File: src/rtl/mem_arbiter_if.sv
// Bundles the fetch port, data port and single memory port of the arbiter.
// master is the requester/memory side; slave is the arbiter itself.
interface mem_arbiter_if #(
  parameter int WIDTH    = 32,
  parameter int ADDRSIZE = 12
);

  logic                if_req;
  logic [ADDRSIZE-1:0] if_addr;
  logic                if_gnt;
  logic                if_rvalid;
  logic [WIDTH-1:0]    if_rdata;

  logic                d_req;
  logic                d_we;
  logic [ADDRSIZE-1:0] d_addr;
  logic [WIDTH-1:0]    d_wdata;
  logic                d_gnt;
  logic                d_rvalid;
  logic [WIDTH-1:0]    d_rdata;

  logic                mem_en;
  logic                mem_we;
  logic [ADDRSIZE-1:0] mem_addr;
  logic [WIDTH-1:0]    mem_wdata;
  logic [WIDTH-1:0]    mem_rdata;

  modport master (
    output if_req, if_addr,
    output d_req, d_we, d_addr, d_wdata,
    output mem_rdata,
    input  if_gnt, if_rvalid, if_rdata,
    input  d_gnt, d_rvalid, d_rdata,
    input  mem_en, mem_we, mem_addr, mem_wdata
  );

  modport slave (
    input  if_req, if_addr,
    input  d_req, d_we, d_addr, d_wdata,
    input  mem_rdata,
    output if_gnt, if_rvalid, if_rdata,
    output d_gnt, d_rvalid, d_rdata,
    output mem_en, mem_we, mem_addr, mem_wdata
  );

endinterface

File: src/rtl/mem_arbiter.sv
// Shares one synchronous memory port between instruction fetch and data access.
// Data normally wins; fetch is forced through after MAXWAIT consecutive losses.
module mem_arbiter #(
  parameter int WIDTH    = 32,
  parameter int ADDRSIZE = 12,
  parameter int MAXWAIT  = 4
) (
  input logic          clk,
  input logic          reset,
  mem_arbiter_if.slave bus
);

  localparam int CW = (MAXWAIT < 1) ? 1 : $clog2(MAXWAIT + 1);

  typedef enum logic [1:0] {
    IDLE,
    ACCESS,
    RESP
  } state_t;

  state_t              state_q,     state_d;
  logic [CW-1:0]       waitCnt_q,   waitCnt_d;
  logic                memEn_q,     memEn_d;
  logic                memWe_q,     memWe_d;
  logic [ADDRSIZE-1:0] memAddr_q,   memAddr_d;
  logic [WIDTH-1:0]    memWdata_q,  memWdata_d;
  logic                ifGnt_q,     ifGnt_d;
  logic                dGnt_q,      dGnt_d;
  logic                ifRvalid_q,  ifRvalid_d;
  logic                dRvalid_q,   dRvalid_d;
  logic [WIDTH-1:0]    ifRdata_q,   ifRdata_d;
  logic [WIDTH-1:0]    dRdata_q,    dRdata_d;
  logic                fetchWins;
  logic                starved;

  assign starved = (waitCnt_q == CW'(MAXWAIT));

  always_ff @(posedge clk or posedge reset) begin
    if (reset) begin
      state_q    <= IDLE;
      waitCnt_q  <= '0;
      memEn_q    <= 1'b0;
      memWe_q    <= 1'b0;
      memAddr_q  <= '0;
      memWdata_q <= '0;
      ifGnt_q    <= 1'b0;
      dGnt_q     <= 1'b0;
      ifRvalid_q <= 1'b0;
      dRvalid_q  <= 1'b0;
      ifRdata_q  <= '0;
      dRdata_q   <= '0;
    end else begin
      state_q    <= state_d;
      waitCnt_q  <= waitCnt_d;
      memEn_q    <= memEn_d;
      memWe_q    <= memWe_d;
      memAddr_q  <= memAddr_d;
      memWdata_q <= memWdata_d;
      ifGnt_q    <= ifGnt_d;
      dGnt_q     <= dGnt_d;
      ifRvalid_q <= ifRvalid_d;
      dRvalid_q  <= dRvalid_d;
      ifRdata_q  <= ifRdata_d;
      dRdata_q   <= dRdata_d;
    end
  end

  // Memory command and grant are registered at the decision edge, so they
  // appear during ACCESS; the response pulse is registered on leaving ACCESS.
  always_comb begin
    state_d    = state_q;
    waitCnt_d  = waitCnt_q;
    memEn_d    = 1'b0;
    memWe_d    = 1'b0;
    memAddr_d  = '0;
    memWdata_d = '0;
    ifGnt_d    = 1'b0;
    dGnt_d     = 1'b0;
    ifRvalid_d = 1'b0;
    dRvalid_d  = 1'b0;
    fetchWins  = 1'b0;
    ifRdata_d  = ifRvalid_q ? bus.mem_rdata : ifRdata_q;
    dRdata_d   = dRvalid_q  ? bus.mem_rdata : dRdata_q;

    unique case (state_q)
      IDLE, RESP: begin
        if (bus.if_req || bus.d_req) begin
          state_d   = ACCESS;
          memEn_d   = 1'b1;
          fetchWins = bus.if_req && (!bus.d_req || starved);
          if (fetchWins) begin
            memAddr_d = bus.if_addr;
            ifGnt_d   = 1'b1;
            waitCnt_d = '0;
          end else begin
            memWe_d    = bus.d_we;
            memAddr_d  = bus.d_addr;
            memWdata_d = bus.d_wdata;
            dGnt_d     = 1'b1;
            if (bus.if_req && !starved) begin
              waitCnt_d = waitCnt_q + CW'(1);
            end
          end
        end else begin
          state_d = IDLE;
        end
      end

      ACCESS: begin
        state_d    = RESP;
        ifRvalid_d = ifGnt_q;
        dRvalid_d  = dGnt_q && !memWe_q;
      end

      default: begin
        state_d = IDLE;
      end
    endcase
  end

  assign bus.mem_en    = memEn_q;
  assign bus.mem_we    = memWe_q;
  assign bus.mem_addr  = memAddr_q;
  assign bus.mem_wdata = memWdata_q;
  assign bus.if_gnt    = ifGnt_q;
  assign bus.d_gnt     = dGnt_q;
  assign bus.if_rvalid = ifRvalid_q;
  assign bus.d_rvalid  = dRvalid_q;

  // Read data arrives straight from memory during RESP and is held afterwards.
  assign bus.if_rdata  = ifRvalid_q ? bus.mem_rdata : ifRdata_q;
  assign bus.d_rdata   = dRvalid_q  ? bus.mem_rdata : dRdata_q;

endmodule

File: src/flat_wrapper.sv
// flat-port wrapper written by rule: the top's interface ports become plain ports
module mem_arbiter_flat 
#(
  parameter int WIDTH    = 32,
  parameter int ADDRSIZE = 12,
  parameter int MAXWAIT  = 4
)
  (clk, reset, bus_if_req, bus_if_addr, bus_d_req, bus_d_we, bus_d_addr, bus_d_wdata, bus_mem_rdata, bus_if_gnt, bus_if_rvalid, bus_if_rdata, bus_d_gnt, bus_d_rvalid, bus_d_rdata, bus_mem_en, bus_mem_we, bus_mem_addr, bus_mem_wdata);
  mem_arbiter_if #(.WIDTH(WIDTH), .ADDRSIZE(ADDRSIZE)) bus_i ();
  input logic clk;
  input logic reset;
  input wire logic [$bits(bus_i.if_req)-1:0] bus_if_req;
  input wire logic [$bits(bus_i.if_addr)-1:0] bus_if_addr;
  input wire logic [$bits(bus_i.d_req)-1:0] bus_d_req;
  input wire logic [$bits(bus_i.d_we)-1:0] bus_d_we;
  input wire logic [$bits(bus_i.d_addr)-1:0] bus_d_addr;
  input wire logic [$bits(bus_i.d_wdata)-1:0] bus_d_wdata;
  input wire logic [$bits(bus_i.mem_rdata)-1:0] bus_mem_rdata;
  output wire logic [$bits(bus_i.if_gnt)-1:0] bus_if_gnt;
  output wire logic [$bits(bus_i.if_rvalid)-1:0] bus_if_rvalid;
  output wire logic [$bits(bus_i.if_rdata)-1:0] bus_if_rdata;
  output wire logic [$bits(bus_i.d_gnt)-1:0] bus_d_gnt;
  output wire logic [$bits(bus_i.d_rvalid)-1:0] bus_d_rvalid;
  output wire logic [$bits(bus_i.d_rdata)-1:0] bus_d_rdata;
  output wire logic [$bits(bus_i.mem_en)-1:0] bus_mem_en;
  output wire logic [$bits(bus_i.mem_we)-1:0] bus_mem_we;
  output wire logic [$bits(bus_i.mem_addr)-1:0] bus_mem_addr;
  output wire logic [$bits(bus_i.mem_wdata)-1:0] bus_mem_wdata;
  assign bus_i.if_req = bus_if_req;
  assign bus_i.if_addr = bus_if_addr;
  assign bus_i.d_req = bus_d_req;
  assign bus_i.d_we = bus_d_we;
  assign bus_i.d_addr = bus_d_addr;
  assign bus_i.d_wdata = bus_d_wdata;
  assign bus_i.mem_rdata = bus_mem_rdata;
  assign bus_if_gnt = bus_i.if_gnt;
  assign bus_if_rvalid = bus_i.if_rvalid;
  assign bus_if_rdata = bus_i.if_rdata;
  assign bus_d_gnt = bus_i.d_gnt;
  assign bus_d_rvalid = bus_i.d_rvalid;
  assign bus_d_rdata = bus_i.d_rdata;
  assign bus_mem_en = bus_i.mem_en;
  assign bus_mem_we = bus_i.mem_we;
  assign bus_mem_addr = bus_i.mem_addr;
  assign bus_mem_wdata = bus_i.mem_wdata;
  mem_arbiter #(.WIDTH(WIDTH), .ADDRSIZE(ADDRSIZE), .MAXWAIT(MAXWAIT)) u_core (.clk(clk), .reset(reset), .bus(bus_i));
endmodule
File: config.mk
export PLATFORM = sky130hd
export DESIGN_NAME = mem_arbiter_flat
export DESIGN_NICKNAME = d
export VERILOG_FILES = /design/src/rtl/mem_arbiter_if.sv /design/src/rtl/mem_arbiter.sv /design/src/flat_wrapper.sv
export SDC_FILE = /design/constraint.sdc
export NUM_CORES = 1
export LEC_CHECK = 0
export ABC_AREA = 0
export CORE_MARGIN = 2
export CORE_UTILIZATION = 40
export CTS_CLUSTER_SIZE = 20
export DETAILED_ROUTE_END_ITERATION = 10
export MAX_ROUTING_LAYER = met4
export PLACE_DENSITY = 0.8
export SLEW_MARGIN = 20
export SYNTH_ARGS = -nofsm -noshare
export SYNTH_HDL_FRONTEND = slang
export SYNTH_SLANG_ARGS = --single-unit
File: constraint.sdc
create_clock -name clk -period 4.1 [get_ports clk]
set_input_delay 0.41 -clock clk [delete_from_list [all_inputs] [get_ports clk]]
set_output_delay 0.41 -clock clk [all_outputs]
set_load 0.05 [all_outputs]
Word-level counts from Yosys, hierarchy flattened --
Index checks and enable logic that the tools add are counted.
Word-level totals: output and inout port bits 114, register bits after elaboration 119
Cells by class: mux-type cells 25, equality and inequality tests 3, reductions and logical operators 12, $add $sub $neg 1
Operator list (number):
- $mux 32 | 5
- $mux 12 | 3
- $mux 1 | 14
- $mux 3 | 2
- $pmux 2 s2 | 1
- $add 3x1->3 const B | 1
- $eq 3x3->1 const B | 1
- $logic_and 1x1->1 | 3
- $logic_not 1->1 | 3
- $reduce_and 3->1 | 1
- $eq 2x1->1 const B | 1
- $eq 2x2->1 const B | 1
- $logic_not 2->1 | 1
- $logic_or 1x1->1 | 2
- $reduce_bool 2->1 | 1
- $reduce_or 2->1 | 1

Depth between registers and ports, before layout --
Gate-level depths: netlist of run 1.
depth in word-level cells 6, depth in mapped cells 6, gate-level depth less buffers 5

Worst setup path before layout of run 1 --
No wires, ideal clock.
path type reg2out, start register u_core.dRvalid_q (netlist: u_core.bus.d_rvalid), end output bus_d_rdata[26], cell stages (with the launch flop) 4, required time 3690 ps, data arrival time 1597 ps, path buffers 2, path slack 2093 ps, cell sequence dfrtp_1 -> clkbuf_1 -> buf_2 -> mux2_1
On the way: cells in the longest elaborated chain, start to end 1
Ends and longest elaborated chain:
- start, declared | line mem_arbiter.sv:30 | logic dRvalid_q, dRvalid_d;
- start signal, assigned | line mem_arbiter.sv:62 | dRvalid_q <= dRvalid_d;
- $mux 32 | line mem_arbiter.sv:132 | assign bus.d_rdata = dRvalid_q ? bus.mem_rdata : dRdata_q;
- end, declared | line flat_wrapper.sv:24 | output wire logic [$bits(bus_i.d_rdata)-1:0] bus_d_rdata;
No other way between the ends.

Final worst setup path of run 1 --
start register u_core.ifRvalid_q (netlist: u_core.bus.if_rvalid), end output bus_if_rdata[6]
On the way: cells in the longest elaborated chain, start to end 1
Ends and longest elaborated chain:
- start, declared | line mem_arbiter.sv:29 | logic ifRvalid_q, ifRvalid_d;
- start signal, assigned | line mem_arbiter.sv:61 | ifRvalid_q <= ifRvalid_d;
- $mux 32 | line mem_arbiter.sv:131 | assign bus.if_rdata = ifRvalid_q ? bus.mem_rdata : ifRdata_q;
- end, declared | line flat_wrapper.sv:21 | output wire logic [$bits(bus_i.if_rdata)-1:0] bus_if_rdata;
No other way between the ends.

==> results of run 1 <==
==> critical path, delay by kind of cell (launching register included) <==
| kind | cells | cell delay, ns |
|---|---|---|
| buf+inv | 2 | 1.01 |
| flops | 1 | 0.87 |
| mux | 1 | 0.37 |
==> worst paths after layout <==
path                                             endpoint  depth (start not counted)  slack (ns)                      startpoint
setup / recovery                          bus_if_rdata[6]                          3        0.91  u_core.bus.if_rvalid$_DFF_PP0_
hold / removal             u_core.ifRdata_q[27]$_DFF_PP0_                          2        0.38                           reset
setup reg to reg            u_core.ifRdata_q[6]$_DFF_PP0_                          2        2.41  u_core.bus.if_rvalid$_DFF_PP0_
hold reg to reg               u_core.state_q[1]$_DFF_PP0_                          1        0.42     u_core.state_q[1]$_DFF_PP0_
max in group asynchronous    u_core.dRdata_q[7]$_DFF_PP0_                          3        2.90                           reset
min in group clk              u_core.state_q[1]$_DFF_PP0_                          1        0.42     u_core.state_q[1]$_DFF_PP0_
==> layer usage <==
metal | wire [µm] | GRT usage
met3 | 779 | 0.0702
met1 | 4320 | 0.218
met2 | 5760 | 0.333
met5 | 0 | -
met4 | 147 | 0.0852
==> through the flow <==
stage,util,std cells,worst slack (ns)
CTS,0.678,654,0.864
detailed placement,0.625,623,1.43
global route,0.678,654,0.792
global placement,0.625,623,1.43
finish,0.678,654,0.914
floorplan,-,291,0.561
==> state kept, by name, summed over array words and instances, names as in the netlist <==
name	count
u_core.bus.d_gnt	1
u_core.bus.if_rvalid	1
u_core.ifRdata_q	32
u_core.state_q	2
u_core.dRdata_q	32
u_core.waitCnt_q	3
u_core.bus.mem_wdata	32
u_core.bus.d_rvalid	1
u_core.bus.mem_addr	12
u_core.bus.if_gnt	1
u_core.bus.mem_we	1
==> area by class of cell <==
type                    count  share of cell area
inverters                   4             0.00283
clock inverters             2             0.00142
repair buffers            212               0.298
well taps                 136              0.0241
multi-input cells         153               0.179
flip-flops and latches    118               0.418
clock buffers              29              0.0764
==> power groups by stage <==
stage                     registers, mW  logic, mW  clock network [mW]
after floorplan                    1.75       1.63                   0
after global placement             1.63       2.59                   0
after detailed placement           1.65       2.62                   0
after CTS                          1.63       2.64                1.37
after global routing               1.66       2.71                1.42
final                              1.63       2.61                1.33
==> cells in the final DEF (no fill, tap or decap), drive strengths merged, types with 2 or more instances in the layout <==
cell,count
mux2,64
clkbuf,29
clkdlybuf4s50,206
nor2b,2
clkinv,2
buf,6
nor2,2
a21oi,12
nand2b,3
and2,34
dfrtp,118
ha,2
inv,4
and3b,2
nand3,25
==> cell families after synthesis <==
family | share of synthesized area
AND/OR/NAND/NOR | 0.0955
AO/OA/AOI/OAI | 0.0244
flip-flops | 0.685
adder cells (fa/ha/maj) | 0.00580
buffers and inverters | 0.0221
multiplexers | 0.167
==> qor.csv, run 1 <==
stage;metric;value;unit
run_status;status;complete, no violations;
route;DRT iter0 DRCs;95;
power;power share of the clock group;0.239;
synthesis;count leader, synth;dfrtp_1;
worst_setup_path;crit-path max FO;19;
synthesis;post-synth top area share;0.685;
synthesis;Main synth FF type;dfrtp_1;
placed_design;Buffers on Ports;206;
worst_setup_path;Critical-path top delay cell;dfrtp_1;
worst_setup_path;critical path, cell by cell;buf_4 > mux2_2 > clkdlybuf4s50_1;
power;Reg power frac;0.292;
clocking;H-tree depth;4;
sta;final count of pins violating max slew;0;
power;worst vdd ir;0.000455;V
synthesis;cell accounting for the most synthesized area;dfrtp_1;
synthesis;Ys Warns;0;
power;Power Total;5.57;mW
layout;final instance area;7060;µm²
layout;share of layout cells above drive strength 1;0.189;
synthesis;Post-Syn Instances;291;
worst_setup_path;CP max stage delay;0.87;ns
synthesis;syn avg cell area;14.8;µm²
placed_design;global placement routability congestion;0.731;
die;IO Pins;207;
clocking;hold buffers post-CTS;0;
power;Power Density;789;nW/µm²
clocking;Post-CTS Resized;0;
worst_setup_path;CP startpoint kind;flop;
grt;number of global-route vias before repair;3372;
sta;minimum clock period;3.19;ns
grt;GRT Overall Usage;0.200;
route;Via density;4.77;
synthesis;Async SR Flop Fraction;1.00;
grt;initial antenna violation count;0;
power;Logic pwr share;0.469;
synthesis;top cells by count, synth;dfrtp_1, mux2_2, and2_1, nand3_1, a21oi_1;
synthesis;EDFF count, synth;0;
sta;Total Neg Setup Slack;0;ns
synthesis;sequential fraction of the synthesis area;0.685;
sta;worst clock skew;0.00679;ns
grt;gr ovfl total;0;
worst_setup_path;WP data required;3.69;ns
synthesis;synthesized net count;386;
layout;sequential standard cell area;2950;µm²
clocking;CTS clk-pin slew, worst paths;0.05;ns
grt;first-pass GRT wire length;16800;µm
clocking;worst skew pair latency;0.51;ns
clocking;clk sink count;118;
route;DRT Pass-1 Iters;4;
route;DRC errors left;0;
worst_setup_path;critical path capture point type;output port;
synthesis;Seq cells post-synth;118;
worst_setup_path;WP data arrival;2.78;ns
placed_design;Post-DP Area;6510;µm²
flow_run;max_cap viols;0;
die;DIE AREA;11600;µm²
clocking;Post-CTS Setup Bufs;0;
sta;Final Hold Violating Endpoints;0;
grt;largest net degree at the start of global routing;81;
power;Cell Int Power;3.30;mW
sta;Final setup viols;0;
route;Vias;3121;
worst_setup_path;WS Path Type;flop to output port;
placed_design;DP HPWL;7890;µm
die;Starting Density;0.414;
power;NetSw;2.27;mW
sta;maximum clock frequency;314;MHz
layout;ant diodes;0;
layout;Synth-to-Final Area Change;63.8;%
sta;RSZ-0062 raised after global routing;no;
sta;final worst-path cycle share;0.777;
power;switching part of the total power;0.407;
sta;Slew @ Worst Pin;0.811;ns
synthesis;post-synth cell types;24;
clocking;Root Buffer;clkbuf_8;
synthesis;top cells by area, synth;dfrtp_1, mux2_2, and2_1;
clocking;Clock Path Buffers;2;
power;leak pwr;3.04;nW
die;Die Span X;108;µm
clocking;CTS Buf Count;17;
synthesis;Mapped Area;4310;µm²
route;routed length per instance;16.8;µm
route;post-route ant nets;0;
sta;Slew headroom;0.459;
die;Die Span Y;108;µm
layout;# fillers;764;
layout;area of the multi-input gates;1260;µm²
die;area of the core;10400;µm²
hold_path;Hold Path Class;input pin to async pin;
clocking;TritonCTS clock tree;done;
die;Std-Cell Rows;37;
sta;WHS;0.378;ns
route;DRT Wirelength;11000;µm
layout;# nets final;601;
Note: power is estimated with default switching activity, not from simulation.
==> run 2, diff against run 1 <==
- CORE_UTILIZATION: 40 -> 37
- PLACE_DENSITY: 0.8 -> 0.78
- clock period: 4.1 -> 2.9 ns (I/O delays scaled with it)
==> run 2 against run 1 <==
Against the previous run:
- sequential share of layout area up 0.99 points
- die area up 7.8%
- count of clock-buffer cells in the layout down 1
- first-iteration DRC count up 48%
- register-to-register slack worse by 1.1 ns
- combinational power up 36%
==> qor.csv, run 2 (same netlist as run 1, synthesis figures left out) <==
stage;metric;value;unit;change
run_status;status;complete, no violations;;
clocking;CTS Buf Count;17;;unchanged
power;Reg power frac;0.299;;+0.007
grt;met3 Use GR;0.0833;;+0.0131
power;Power Density;1110;nW/µm²;+41%
route;Vias;3062;;-1.9%
layout;sequential standard cell area;2950;µm²;unchanged
grt;initial antenna violation count;0;;unchanged
clocking;Post-CTS Setup Bufs;0;;unchanged
clocking;TritonCTS clock tree;done;;
flow_run;max_cap viols;0;;unchanged
route;post-route ant nets;0;;unchanged
die;Die Span X;112;µm;+3.8%
grt;largest net degree at the start of global routing;119;;+47%
die;Starting Density;0.379;;-0.0347
die;Die Span Y;112;µm;+3.8%
route;Via density;4.63;;-3.1%
grt;met1 global-route usage;0.214;;-0.00405
clocking;worst skew pair latency;0.41;ns;-0.10 ns
worst_setup_path;WP data required;2.61;ns;-1.08 ns
route;DRT Wirelength;10900;µm;-1.1%
layout;most frequent cells in the layout;clkdlybuf4s50_1, dfrtp_1, buf_4;;
power;NetSw;3.23;mW;+42%
grt;GRT Overall Usage;0.184;;-0.0165
worst_setup_path;path depth of the worst reg2reg path;5;;+3
sta;final count of pins violating max slew;0;;unchanged
placed_design;DP HPWL;7600;µm;-3.7%
sta;Total Neg Setup Slack;0;ns;unchanged
hold_path;Hold Path Class;input pin to async pin;;
placed_design;Buffers on Ports;206;;unchanged
layout;# nets final;601;;unchanged
sta;Final setup viols;0;;unchanged
clocking;H-tree depth;4;;unchanged
grt;Most Crowded Layer GR;met2;;
clocking;Clock Path Buffers;2;;unchanged
worst_setup_path;WP data arrival;2.16;ns;-0.62 ns
clocking;hold buffers post-CTS;0;;unchanged
sta;RSZ-0062 raised after global routing;no;;
worst_setup_path;CP max stage delay;0.71;ns;-0.16 ns
worst_setup_path;critical path capture point type;output port;;
placed_design;placed cell count;630;;+1.1%
sta;Slew @ Worst Pin;0.623;ns;-0.188 ns
clocking;clk sink count;118;;unchanged
route;DRT iter0 DRCs;141;;+48%
power;Cell Int Power;4.46;mW;+35%
layout;# fillers;922;;+21%
clocking;Root Buffer;clkbuf_16;;
sta;minimum clock period;2.45;ns;
sta;Final Hold Violating Endpoints;0;;unchanged
die;area of the core;11400;µm²;+9.2%
die;Std-Cell Rows;39;;+5.4%
power;worst vdd ir;0.00103;V;+130%
grt;gr ovfl total;0;;unchanged
grt;first-pass GRT wire length;17200;µm;+1.8%
route;DRC errors left;0;;unchanged
power;Logic pwr share;0.462;;-0.007
clocking;CTS clk-pin slew, worst paths;0.05;ns;about the same
route;routed length per instance;16.4;µm;-2.3%
worst_setup_path;WS Path Type;flop to output port;;
route;DRT Pass-1 Iters;4;;unchanged
layout;Synth-to-Final Area Change;60.1;%;
placed_design;global placement routability congestion;0.772;;+5.6%
sta;worst clock skew;0.00446;ns;-0.00233 ns
worst_setup_path;flop2flop setup slack;1.27;ns;-1.14 ns
layout;commonest non-fill, non-tap cell in the layout;clkdlybuf4s50_1;;
power;leak pwr;3.09;nW;+1.4%
sta;final worst-path cycle share;0.845;;
die;DIE AREA;12500;µm²;+7.8%
power;power share of the clock group;0.239;;about the same
worst_setup_path;CP startpoint kind;flop;;
worst_setup_path;RR Startpoint;u_core.waitCnt_q[0]$_DFFE_PP0P_;;
layout;ant diodes;0;;unchanged
worst_setup_path;worst reg2reg endpoint;u_core.bus.mem_wdata[21]$_DFF_PP0_;;
clocking;Post-CTS Resized;0;;unchanged
sta;Slew headroom;0.585;;+0.126
worst_setup_path;critical path, cell by cell;mux2_1 > clkdlybuf4s50_1;;
power;switching part of the total power;0.420;;+0.0129
layout;Post-Layout Cell Count;662;;+1.2%
worst_setup_path;Critical-path top delay cell;clkdlybuf4s50_1;;
sta;maximum clock frequency;408;MHz;
worst_setup_path;crit-path max FO;12;;-7
grt;number of global-route vias before repair;3306;;-2.0%
layout;share of layout cells above drive strength 1;0.299;;+0.109
die;IO Pins;207;;unchanged
grt;GR Util met2;0.284;;-0.0492
layout;area of the multi-input gates;1260;µm²;unchanged
[run 2: cell types whose count changed in the layout (fill, tap and decap cells not counted), sizes merged]
cell and change:
clkinvlp +1, clkdlybuf4s50 -60, inv -1, buf +60, clkbuf -1, clkinv +2
[run 2: stage by stage]
stage                     setup WS [ns]  total power, mW  area, µm²   util  hold slack [ns]
after floorplan                    1.01             4.79       4310      -            0.392
after detailed placement          0.846             5.90       6380  0.561            0.408
after global routing              0.358             7.99       6900  0.607            0.423
after global placement            0.862             5.82       6380  0.561            0.414
final                             0.450             7.68       6900  0.607            0.404
after CTS                         0.401             7.77       6900  0.607            0.415
[run 2: cell type report]
cell class              instances  area share
multi-input cells             153       0.183
inverters                       4     0.00272
clock buffers                  28      0.0720
well taps                     143      0.0259
repair buffers                212       0.285
flip-flops and latches        118       0.428
clock inverters                 4     0.00290
[run 2: power by group through the flow]
stage | sequential, mW | clock [mW] | combinational, mW
2_1_floorplan | 2.48 | 0 | 2.31
3_3_place_gp | 2.29 | 0 | 3.53
3_5_place_dp | 2.33 | 0 | 3.57
4_1_cts | 2.31 | 1.88 | 3.58
5_1_grt | 2.35 | 1.95 | 3.69
6_report | 2.30 | 1.83 | 3.55
[run 2: critical path: cells and delay by family, from the launching register on]
kind	cells	cell delay [ns]
buffers and inverters	1	0.71
multiplexers	1	0.39
flip-flops	1	0.65
[run 2: worst max-delay path by stage]
stage	startpoint	end	slack [ns]	cells past startpoint
detailed placement	u_core.bus.d_rvalid$_DFF_PP0_	bus_d_rdata[27]	0.85	2
finish	u_core.bus.d_rvalid$_DFF_PP0_	bus_d_rdata[27]	0.45	2
CTS	u_core.bus.d_rvalid$_DFF_PP0_	bus_d_rdata[27]	0.40	2
global placement	u_core.bus.d_rvalid$_DFF_PP0_	bus_d_rdata[26]	0.86	2
global route	u_core.bus.d_rvalid$_DFF_PP0_	bus_d_rdata[26]	0.36	2
floorplan	u_core.bus.d_rvalid$_DFF_PP0_	bus_d_rdata[26]	1.01	3
[run 2: layer usage]
layer  vias up  part of all wire  routed length (µm)
met3        16             0.084                 912
met2       133              0.49                5360
li1       1412                 -                   -
met4         0             0.019                 207
met5         -                 0                   0
met1      1501              0.40                4410
